===== src/rtl/multicycle_ctrl_pkg.sv =====
// Shared encodings for the multicycle controller: opcodes, ALU operation classes and FSM states.
package multicycle_ctrl_pkg;

    localparam logic [6:0] OP_R      = 7'b0110011;
    localparam logic [6:0] OP_I      = 7'b0010011;
    localparam logic [6:0] OP_LOAD   = 7'b0000011;
    localparam logic [6:0] OP_STORE  = 7'b0100011;
    localparam logic [6:0] OP_BRANCH = 7'b1100011;

    localparam logic [1:0] ALU_ADD   = 2'b00;
    localparam logic [1:0] ALU_SUB   = 2'b01;
    localparam logic [1:0] ALU_FUNCT = 2'b10;

    typedef enum logic [2:0] {
        ST_IDLE   = 3'd0,
        ST_FETCH  = 3'd1,
        ST_DECODE = 3'd2,
        ST_EXEC   = 3'd3,
        ST_MEM    = 3'd4,
        ST_WB     = 3'd5
    } state_t;

    function automatic logic op_legal(input logic [6:0] op);
        logic legal;
        legal = 1'b0;
        case (op)
            OP_R, OP_I, OP_LOAD, OP_STORE, OP_BRANCH: legal = 1'b1;
            default:                                  legal = 1'b0;
        endcase
        return legal;
    endfunction

endpackage


===== src/rtl/multicycle_ctrl.sv =====
// Multicycle datapath control FSM: R/I/STORE 4 cycles, LOAD 5, BRANCH 3; stalls in FETCH/MEM until mem_ready_i.
// Optional MULTICYCLE_CTRL_TIMEOUT_EN bounds memory waits to MEM_TIMEOUT cycles, aborting to IDLE with sticky timeout_o.
module multicycle_ctrl
    import multicycle_ctrl_pkg::*;
#(
    parameter int MEM_TIMEOUT = 15
) (
    input  logic       clk_i,
    input  logic       rst_i,
    input  logic       start_i,
    input  logic       halt_i,
    input  logic [6:0] Op_i,
    input  logic       Zero_i,
    input  logic       mem_ready_i,
    output logic       PCWrite_o,
    output logic       IRWrite_o,
    output logic       MemRead_o,
    output logic       MemWrite_o,
    output logic       MemtoReg_o,
    output logic       ALUSrc_o,
    output logic       RegWrite_o,
    output logic       Branch_o,
    output logic [1:0] ALUOp_o,
    output logic       retire_o,
    output logic       illegal_o,
`ifdef MULTICYCLE_CTRL_TIMEOUT_EN
    output logic       timeout_o,
`endif
    output logic [2:0] state_o
);

    // The wait counter is 4 bits wide, so only limits of 1..15 are meaningful.
    if (MEM_TIMEOUT < 1 || MEM_TIMEOUT > 15) begin : g_bad_mem_timeout
        $error("multicycle_ctrl: MEM_TIMEOUT must be in 1..15");
    end

    state_t     state;
    logic [6:0] opcode;
    logic       illegal;
    logic       timeout_hit;

`ifdef MULTICYCLE_CTRL_TIMEOUT_EN
    localparam logic [3:0] WAIT_LIMIT = 4'(MEM_TIMEOUT - 1);

    logic [3:0] wait_cnt;
    logic       timeout;
    logic       mem_wait;

    assign mem_wait    = ((state == ST_FETCH) || (state == ST_MEM)) && !mem_ready_i;
    assign timeout_hit = mem_wait && (wait_cnt == WAIT_LIMIT);
    assign timeout_o   = timeout;

    always_ff @(posedge clk_i or posedge rst_i) begin
        if (rst_i) begin
            wait_cnt <= '0;
            timeout  <= 1'b0;
        end else if (timeout_hit) begin
            wait_cnt <= '0;
            timeout  <= 1'b1;
        end else if (mem_wait) begin
            wait_cnt <= wait_cnt + 4'd1;
        end else begin
            wait_cnt <= '0;
        end
    end
`else
    assign timeout_hit = 1'b0;
`endif

    always_ff @(posedge clk_i or posedge rst_i) begin
        if (rst_i) begin
            state   <= ST_IDLE;
            opcode  <= '0;
            illegal <= 1'b0;
        end else if (timeout_hit) begin
            state <= ST_IDLE;
        end else begin
            case (state)
                ST_IDLE: begin
                    if (start_i) state <= ST_FETCH;
                end
                ST_FETCH: begin
                    if (mem_ready_i) state <= ST_DECODE;
                end
                ST_DECODE: begin
                    opcode <= Op_i;
                    if (op_legal(Op_i)) begin
                        state <= ST_EXEC;
                    end else begin
                        illegal <= 1'b1;
                        state   <= halt_i ? ST_IDLE : ST_FETCH;
                    end
                end
                // From here on only the latched opcode steers the sequence.
                ST_EXEC: begin
                    case (opcode)
                        OP_R, OP_I:         state <= ST_WB;
                        OP_LOAD, OP_STORE:  state <= ST_MEM;
                        OP_BRANCH:          state <= halt_i ? ST_IDLE : ST_FETCH;
                        default:            state <= ST_IDLE;
                    endcase
                end
                ST_MEM: begin
                    if (mem_ready_i) begin
                        if (opcode == OP_LOAD) state <= ST_WB;
                        else                   state <= halt_i ? ST_IDLE : ST_FETCH;
                    end
                end
                ST_WB: begin
                    state <= halt_i ? ST_IDLE : ST_FETCH;
                end
                default: state <= ST_IDLE;
            endcase
        end
    end

    always_comb begin
        PCWrite_o  = 1'b0;
        IRWrite_o  = 1'b0;
        MemRead_o  = 1'b0;
        MemWrite_o = 1'b0;
        MemtoReg_o = 1'b0;
        ALUSrc_o   = 1'b0;
        RegWrite_o = 1'b0;
        Branch_o   = 1'b0;
        ALUOp_o    = ALU_ADD;
        retire_o   = 1'b0;
        case (state)
            ST_FETCH: begin
                MemRead_o = 1'b1;
                if (mem_ready_i) begin
                    PCWrite_o = 1'b1;
                    IRWrite_o = 1'b1;
                end
            end
            ST_DECODE: begin
                retire_o = !op_legal(Op_i);
            end
            ST_EXEC: begin
                case (opcode)
                    OP_R: ALUOp_o = ALU_FUNCT;
                    OP_I: begin
                        ALUOp_o  = ALU_FUNCT;
                        ALUSrc_o = 1'b1;
                    end
                    OP_LOAD, OP_STORE: begin
                        ALUOp_o  = ALU_ADD;
                        ALUSrc_o = 1'b1;
                    end
                    OP_BRANCH: begin
                        ALUOp_o   = ALU_SUB;
                        Branch_o  = 1'b1;
                        PCWrite_o = Zero_i;
                        retire_o  = 1'b1;
                    end
                    default: ;
                endcase
            end
            ST_MEM: begin
                ALUSrc_o   = 1'b1;
                MemRead_o  = (opcode == OP_LOAD);
                MemWrite_o = (opcode == OP_STORE);
                retire_o   = (opcode == OP_STORE) && mem_ready_i;
            end
            ST_WB: begin
                RegWrite_o = 1'b1;
                MemtoReg_o = (opcode == OP_LOAD);
                retire_o   = 1'b1;
            end
            default: ;
        endcase
    end

    assign illegal_o = illegal;
    assign state_o   = state;

endmodule


===== config.mk =====
export PLATFORM = sky130hd
export DESIGN_NAME = multicycle_ctrl
export DESIGN_NICKNAME = d
export VERILOG_FILES = /design/src/rtl/multicycle_ctrl_pkg.sv /design/src/rtl/multicycle_ctrl.sv
export SDC_FILE = /design/constraint.sdc
export NUM_CORES = 1
export LEC_CHECK = 0
export ABC_AREA = 1
export CORE_UTILIZATION = 53
export CTS_CLUSTER_SIZE = 12
export DETAILED_ROUTE_END_ITERATION = 8
export DONT_BUFFER_PORTS = 1
export PLACE_DENSITY = 0.82
export SLEW_MARGIN = 5
export SYNTH_ARGS = -nofsm -noshare
export SYNTH_HDL_FRONTEND = slang
export SYNTH_SLANG_ARGS = --single-unit
export TNS_END_PERCENT = 50

===== constraint.sdc =====
create_clock -name clk_i -period 1.08 [get_ports clk_i]
set_input_delay 0.108 -clock clk_i [delete_from_list [all_inputs] [get_ports clk_i]]
set_output_delay 0.108 -clock clk_i [all_outputs]
set_load 0.005 [all_outputs]

==> results of run 1 <==
through the flow:
step | setup TNS (ns) | instance area, um2 | worst slack (ns)
2_1_floorplan | -0.282 | 708 | -0.137
3_3_place_gp | -0.861 | 876 | -0.152
3_5_place_dp | -1.81 | 876 | -0.170
4_1_cts | -4.41 | 1130 | -0.400
timing repair:
action | 4_1_cts
buffers inserted | 7
hold endpoints to repair | 18
resized for setup | 28
setup endpoints to repair | 22
pin swaps | 6
hold buffers | 8
kinds of logic after synthesis:
family	Yosys count	share of synthesized area
AO/OA/AOI/OAI	9	0.0743
adder cells (fa/ha/maj)	1	0.0177
buffers and inverters	19	0.106
flip-flops	11	0.389
AND/OR/NAND/NOR	65	0.412
Yosys cell counts:
| cell | count |
|---|---|
| nand2_1 | 40 |
| nand3_2 | 1 |
| nor3_2 | 3 |
| o21ai_0 | 6 |
| dfrtp_1 | 11 |
| buf_4 | 1 |
| a21boi_1 | 1 |
| nor2_2 | 2 |
| and2b_1 | 1 |
| nand2_2 | 1 |
| nor2_1 | 9 |
| ha_1 | 1 |
| nor3_1 | 1 |
| inv_2 | 7 |
| inv_1 | 11 |
| nand3_1 | 6 |
| o21a_1 | 1 |
| o211ai_1 | 1 |
| and3_1 | 1 |
==> impl_metrics.csv, run 1 <==
group,metric,value,unit
outcome,status,"aborted with a tool error",
outcome,lastStage,"global routing (5_1_grt)",
outcome,error,"[ERROR DPL-0038] Utilization greater than 100%, impossible to legalize",
floorplan,initial_core_util,0.604,
yosys,avgSynthCellArea,6.73,um2
clock_network,htreeDepth,1,
placement,hpwl,1390,um
floorplan,die-height,38.5,um
yosys,yosys.area.top_type,"dfrtp_1",
placement,place_congestion,0.777,
yosys,syn-cell-area,707,um2
placement,dp_cells,139,
yosys,synth_area_leaders,"dfrtp_1 39%, nand2_1 21%, inv_1 5.8%, nor2_1 4.8%, nand3_1 4.2%",
placement,port_buffers,0,
yosys,ys_ff_latch,11,
timing,endpoint_type,"primary output",
yosys,ys_warn_count,0,
clock_network,cts_root_buf,"clkbuf_4",
floorplan,io_pins,28,
clock_network,cts-buffers-inserted,3,
clock_network,clock_path_buffers,2,
yosys,synth_top_area_frac,0.389,
timing,crit_endpoint,"retire_o",
grt,grt_start_max_net_pins,12,
floorplan,num_rows,12,
yosys,postSynthCellCount,105,
clock_network,cts_sinks,11,
yosys,seq_area_frac_synth,0.389,
yosys,synth_nets,119,
yosys,ys_types,19,
floorplan,die_x,38.5,um
==> run 2, diff against run 1 <==
--- a/config.mk
+++ b/config.mk
@@ -6,11 +6,11 @@
 export NUM_CORES = 1
 export LEC_CHECK = 0
 export ABC_AREA = 1
-export CORE_UTILIZATION = 53
-export CTS_CLUSTER_SIZE = 12
+export CORE_AREA = 2 2 63 65
 export DETAILED_ROUTE_END_ITERATION = 8
+export DIE_AREA = 0 0 65 67
 export DONT_BUFFER_PORTS = 1
-export PLACE_DENSITY = 0.82
+export PLACE_DENSITY_LB_ADDON = 0.15
 export SLEW_MARGIN = 5
 export SYNTH_ARGS = -nofsm -noshare
 export SYNTH_HDL_FRONTEND = slang
==> constraint.sdc (replaced) <==
create_clock -name clk_i -period 1.4 [get_ports clk_i]
set_input_delay 0.14 -clock clk_i [delete_from_list [all_inputs] [get_ports clk_i]]
set_output_delay 0.14 -clock clk_i [all_outputs]
set_load 0.005 [all_outputs]
==> run 2 against run 1 <==
Synthesized area stayed put. The flow now finishes, with violations (negative setup slack). Synthesized cell count stayed put.
==> impl_metrics.csv, run 2 <==
group,metric,value,unit
outcome,status,"finished, violations left",
outcome,violations,"negative setup slack",
clock_network,cts-buffers-inserted,3,
run,cap_violations,0,
critical_path,rr_worst_depth,9,
final_layout,largest_reg_flops,7,
final_layout,drive_gt1_frac,0.437,
grt,track_usage,0.0993,
yosys,avgSynthCellArea,6.73,um2
yosys,ys_warn_count,0,
critical_path,cp.required,1.26,ns
yosys,synthAdderAreaFrac,0.0177,
timing,finalSetupViolCount,2,
placement,hpwl,1540,um
detailed_routing,antenna_left,0,
yosys,synthSimpleGateAreaFrac,0.412,
detailed_routing,firstDrtPassIters,4,
final_layout,area_growth,46.4,%
critical_path,worstPathArrival,1.36,ns
yosys,synth_top_area_frac,0.389,
critical_path,cp-start-kind,"flip-flop",
yosys,ys_ff_latch,11,
timing,hold_viol,0,
hold_path,hp-start,"Op_i[1]",
hold_path,hp-class,"in -> reg",
pwr,leakage,0.539,nW
yosys,synth_xor_area_frac,0,
grt,antenna_found_initial,0,
timing,rsz0062_at_grt,"yes",
yosys,syn-cell-area,707,um2
yosys,synth_nets,119,
floorplan,die-height,67,um
critical_path,path_class,"reg -> out",
floorplan,initial_core_util,0.196,
clock_network,cts_tree,"yes",
clock_network,cts_root_buf,"clkbuf_8",
yosys,ys_top_cells_by_count,"40 x nand2_1, 11 x dfrtp_1, 11 x inv_1",
critical_path,r2r_slack,0.04,ns
hold_path,min_to,"opcode[1]",
hold_path,hold_depth,2,
clock_network,cts_sinks,11,
timing,worst_hold_slack,0.0189,ns
grt,grt_pass1_vias,761,
timing,clock.fmax,0.665,GHz
timing,finalMaxSlewViolations,0,
floorplan,num_rows,22,
detailed_routing,routed_wl,2000,um
final_layout,final_cell_mix,"37 x nand2_1, 17 x buf_4, 9 x inv_1, 8 x inv_2, 8 x dfrtp_1",
detailed_routing,post_drt_wl_per_cell,11.5,um
placement,place_congestion,0.814,
pwr,p_per_area,1640,nW/um2
clock_network,clk_pin_slew,0.05,ns
timing,period_share,1.07,
grt,grt_pass1_wl,3280,um
detailed_routing,via_count,715,
pwr,p_total,0.00170,W
yosys,synth_top_family_by_area,"simple AND/OR/NAND/NOR gates",
detailed_routing,drt_first_iter_violations,14,
critical_path,r2r-end,"state_o[0]",
yosys,yosys.area.top_type,"dfrtp_1",
clock_network,htreeDepth,1,
timing,min_period,1.50,ns
final_layout,nNetsFinal,141,
detailed_routing,viasPerCell,4.11,
yosys,seq_area_frac_synth,0.389,
pwr,ir_drop,0.472,mV
floorplan,dieArea,4360,um2
final_layout,largest-register,"opcode",
critical_path,crit_fanout,5,
detailed_routing,drc,0,
critical_path,crit_path_end_kind,"output port",
yosys,synth-main-ff-cell,"dfrtp_1",
floorplan,io_pins,28,
timing,setup_tns,-0.110,ns
timing,fin_worst_skew,0.00301,ns
timing,timing.final.ws_setup,-0.104,ns
final_layout,fillers,401,
yosys,synth_edf_count,0,
yosys,yosysMostFrequentCell,"nand2_1",
final_layout,diodes,0,
yosys,synth-compound-area-share,0.0743,
yosys,postSynthCellCount,105,
grt,grt.overflow.total,0,
final_layout,layout_commonest_cell,"nand2_1",
yosys,async_reset_ff_frac,1.00,
grt,grt_start_max_net_pins,12,
floorplan,coreArea,3610,um2
yosys,ys_types,19,
yosys,synth_mux_area_frac,0,
timing,worst_slew_pin_slew,0.441,ns
timing,slew_headroom,0.706,
placement,port_buffers,0,
clock_network,clock_path_buffers,2,
floorplan,die_x,65,um
clock_network,clkLatencyLatePin,0.23,ns
critical_path,rr_startpoint,"opcode[1]",
yosys,synth_area_leaders,"dfrtp_1 39%, nand2_1 21%, inv_1 5.8%, nor2_1 4.8%, nand3_1 4.2%",
[run 2: per-stage QoR]
step | cells | instance area [um2] | util | setup slack, ns
floorplan | 105 | 707 | - | 0.147
global placement | 159 | 812 | 0.225 | 0.0394
detailed placement | 159 | 812 | 0.225 | 0.0414
CTS | 172 | 982 | 0.272 | -0.0986
global route | 174 | 1030 | 0.287 | -0.180
finish | 174 | 1030 | 0.287 | -0.104
[run 2: layout make-up]
class	count	area (um2)	share of cell area
well taps	48	60.1	0.0580
repair buffers	18	138	0.133
inverters	18	71.3	0.0689
flip-flops and latches	11	279	0.270
clock buffers	4	45.0	0.0435
multi-input cells	75	442	0.427
[run 2: kinds of logic (layout without fill, tap and decap cells)]
logic type | after synthesis | after routing
compound gates | 9 | 9
fa+ha+maj | 1 | 1
simple gates | 65 | 65
buf+inv | 19 | 40
flops | 11 | 11
[run 2: worst max-delay path, stage by stage, from the launching register on]
cell	delay (ns)
dfrtp_1	0.35
inv_1	0.16
nand3_2	0.16
nor3_4	0.21
nand2_1	0.09
a21boi_2	0.16
[run 2: metal layers]
metal | global-route usage | wire length, um | vias up
met2 | 0.175 | 971 | 21
met4 | 0.0399 | 12 | 0
met1 | 0.110 | 869 | 330
li1 | - | - | 362
met5 | 0 | 0 | -
met3 | 0.0321 | 143 | 2
[run 2: repair_timing]
item                                   in CTS  in global routing
hold buffers                                1                  0
setup endpoints to repair                   6                 11
endpoints found under the hold margin      11                  0
buffers inserted                            8                  2
pin swaps                                   6                  9
resized for setup                          17                 12
[run 2: worst max path at each step]
stage | startpoint | end | slack [ns]
floorplan | state_o[2] | retire_o | 0.15
global placement | state_o[1] | retire_o | 0.04
detailed placement | state_o[1] | retire_o | 0.04
CTS | state_o[1] | retire_o | -0.1
global route | opcode[2] | retire_o | -0.18
finish | opcode[6] | retire_o | -0.10
[run 2: power by group]
| part | internal [W] | total, W | switching, W |
|---|---|---|---|
| combinational | 0.000329 | 0.000807 | 0.000477 |
| clock | 0.000200 | 0.000318 | 0.000118 |
| sequential | 0.000451 | 0.000572 | 0.000121 |
| total | 0.000980 | 0.00170 | 0.000716 |
(Power assumes the default switching activity.)
==> run 3, diff against run 2 <==
--- a/config.mk
+++ b/config.mk
@@ -6,6 +6,7 @@
 export NUM_CORES = 1
 export LEC_CHECK = 0
 export ABC_AREA = 1
+export CAP_MARGIN = 20
 export CORE_AREA = 2 2 63 65
 export DETAILED_ROUTE_END_ITERATION = 8
 export DIE_AREA = 0 0 65 67
@@ -15,4 +16,3 @@
 export SYNTH_ARGS = -nofsm -noshare
 export SYNTH_HDL_FRONTEND = slang
 export SYNTH_SLANG_ARGS = --single-unit
-export TNS_END_PERCENT = 50
==> run 3 against run 2 <==
The run still ends with negative setup slack left. Maximum frequency increased by 0.47%. Cell count increased by 0.57%. Largest cell class unchanged. Worst setup slack improved by 0.0071 ns. Sequential share of layout area decreased by 0.85 points. Routed wire length increased by 2.8%.
==> impl_metrics.csv, run 3 (same netlist as run 2, synthesis figures left out) <==
group,metric,value,unit
critical_path,r2r-end,"state_o[0]",
pwr,ir_drop,0.481,mV
critical_path,worst-path-buf-inv,1,
floorplan,coreArea,3610,um2
timing,min_period,1.50,ns
floorplan,initial_core_util,0.196,
final_layout,fin_util,0.296,
final_layout,largest-register,"opcode",
floorplan,dieArea,4360,um2
final_layout,fin_cells,175,
clock_network,htreeDepth,1,
detailed_routing,drt_first_iter_violations,9,
placement,place_congestion,0.814,
detailed_routing,post_drt_wl_per_cell,11.7,um
detailed_routing,via_count,729,
pwr,p_seq_frac,0.329,
grt,grt_pass1_wl,3280,um
critical_path,critPathTopFamily,"simple AND/OR/NAND/NOR gates",
pwr,p_per_area,1620,nW/um2
critical_path,worstPathArrival,1.36,ns
critical_path,cp.required,1.26,ns
detailed_routing,routed_wl,2050,um
grt,grt_util_met3,0.0321,
grt,grt_pass1_vias,761,
timing,timing.final.ws_setup,-0.0969,ns
floorplan,die_x,65,um
hold_path,hp-start,"Op_i[1]",
final_layout,nNetsFinal,142,
clock_network,cts_sinks,11,
timing,clock.fmax,0.668,GHz
critical_path,cp-start-kind,"flip-flop",
pwr,combPwrFrac,0.488,
final_layout,largest_reg_flops,7,
clock_network,cts-buffers-inserted,3,
detailed_routing,viasPerCell,4.17,
timing,finalSetupViolCount,4,
final_layout,fin_area,1070,um2
hold_path,hp-class,"in -> reg",
placement,dp_cells,159,
floorplan,num_rows,22,
timing,period_share,1.07,
critical_path,path_class,"reg -> out",
floorplan,die-height,67,um
hold_path,min_to,"opcode[1]",
detailed_routing,firstDrtPassIters,4,
pwr,power.switching,0.000743,W
critical_path,cp_cell_sequence,"inv_1 > nand3_2 > nor3_4 > nand2_1 > a21boi_2",
final_layout,area_growth,51.1,%
grt,grt_use_met1,0.110,
timing,slew_headroom,0.706,
clock_network,clock_path_buffers,2,
floorplan,io_pins,28,
pwr,leakage,0.543,nW
clock_network,cts_root_buf,"clkbuf_8",
grt,grt.overflow.total,0,
critical_path,crit_path_end_kind,"output port",
final_layout,diodes,0,
timing,hold_viol,0,
clock_network,clk_pin_slew,0.05,ns
run,cap_violations,0,
timing,finalMaxSlewViolations,0,
timing,fin_worst_skew,0.00415,ns
final_layout,final_cell_mix,"36 x nand2_1, 17 x buf_4, 9 x inv_1, 8 x inv_2, 8 x dfrtp_1",
placement,hpwl,1540,um
clock_network,clkLatencyLatePin,0.24,ns
pwr,switching_share,0.428,
placement,port_buffers,0,
final_layout,drive_gt1_frac,0.465,
grt,grt_start_max_net_pins,12,
hold_path,hold_depth,2,
pwr,intPower,0.000993,W
detailed_routing,drc,0,
clock_network,cts_tree,"yes",
grt,track_usage,0.0993,
grt,busiest_layer,"met2",
critical_path,rr_worst_depth,9,
placement,dpl_cell_area,812,um2
outcome,status,"finished, violations left",
grt,grt_use_met2,0.175,
critical_path,rr_startpoint,"state_o[1]",
detailed_routing,antenna_left,0,
grt,antenna_found_initial,0,
critical_path,crit_fanout,5,
final_layout,layout_commonest_cell,"nand2_1",
pwr,power_frac_clock,0.183,
timing,worst_slew_pin_slew,0.440,ns
critical_path,r2r_slack,0.04,ns
outcome,violations,"negative setup slack",
critical_path,cpMaxStageDelayCell,"dfrtp_1",
critical_path,cpPeakStageDelay,0.35,ns
timing,rsz0062_at_grt,"yes",
## run 3: cell types whose count changed in the layout (fill, tap and decap cells not counted)
cell     change
nand3_4      +1
nor2_1       -1
and3_4       +1
nand3_2      -1
nor2_4       +1
buf_6        +1
nand2_2      +1
nand2_1      -1
and3_1       -1
## run 3: power groups by stage
| stage | logic, W | clock network, W | registers (W) |
|---|---|---|---|
| floorplan | 0.000441 | 0 | 0.000534 |
| global placement | 0.000585 | 0 | 0.000552 |
| detailed placement | 0.000581 | 0 | 0.000554 |
| CTS | 0.000712 | 0.000327 | 0.000562 |
| global route | 0.000947 | 0.000348 | 0.000588 |
| finish | 0.000847 | 0.000318 | 0.000571 |
## run 3: per-layer routing
metal,wire (um),part of all wire,up-vias
met5,0,0,-
met4,12,0.0058,0
met3,143,0.070,2
met2,1030,0.50,21
met1,870,0.42,340
li1,-,-,366
## run 3: final cells by class
class                           instances  area (um2)
Fill cell                             400        2540
Sequential cell                        11         279
Timing Repair Buffer                   19         149
Multi-Input combinational cell         75         464
Tap cell                               48        60.1
Inverter                               18        71.3
Clock buffer                            4        45.0
## run 3: how the worst max path moves through the flow
stage,endpoint,cells past startpoint,slack [ns],startpoint
CTS,retire_o,7,-0.1,state_o[1]
floorplan,retire_o,8,0.15,state_o[2]
global route,retire_o,5,-0.18,opcode[2]
finish,retire_o,5,-0.1,opcode[6]
global placement,retire_o,7,0.04,state_o[1]
detailed placement,retire_o,7,0.04,state_o[1]
## run 3: repair_timing
item | CTS | global route
hold buffers | 1 | 0
gates resized for setup | 18 | 17
pin swaps | 7 | 9
hold endpoints to repair | 11 | 0
setup endpoints to repair | 6 | 11
setup buffers | 8 | 3
## run 3: per-stage QoR
| stage | TNS, ns | worst slack, ns | total power [W] | hold slack (ns) |
|---|---|---|---|---|
| 2_1_floorplan | 0 | 0.147 | 0.000975 | -0.00756 |
| 3_3_place_gp | 0 | 0.0394 | 0.00114 | 0.0555 |
| 3_5_place_dp | 0 | 0.0414 | 0.00113 | 0.0702 |
| 4_1_cts | -0.256 | -0.0986 | 0.00160 | 0.0131 |
| 5_1_grt | -0.744 | -0.180 | 0.00188 | 0.0209 |
| 6_report | -0.145 | -0.0969 | 0.00174 | 0.0179 |
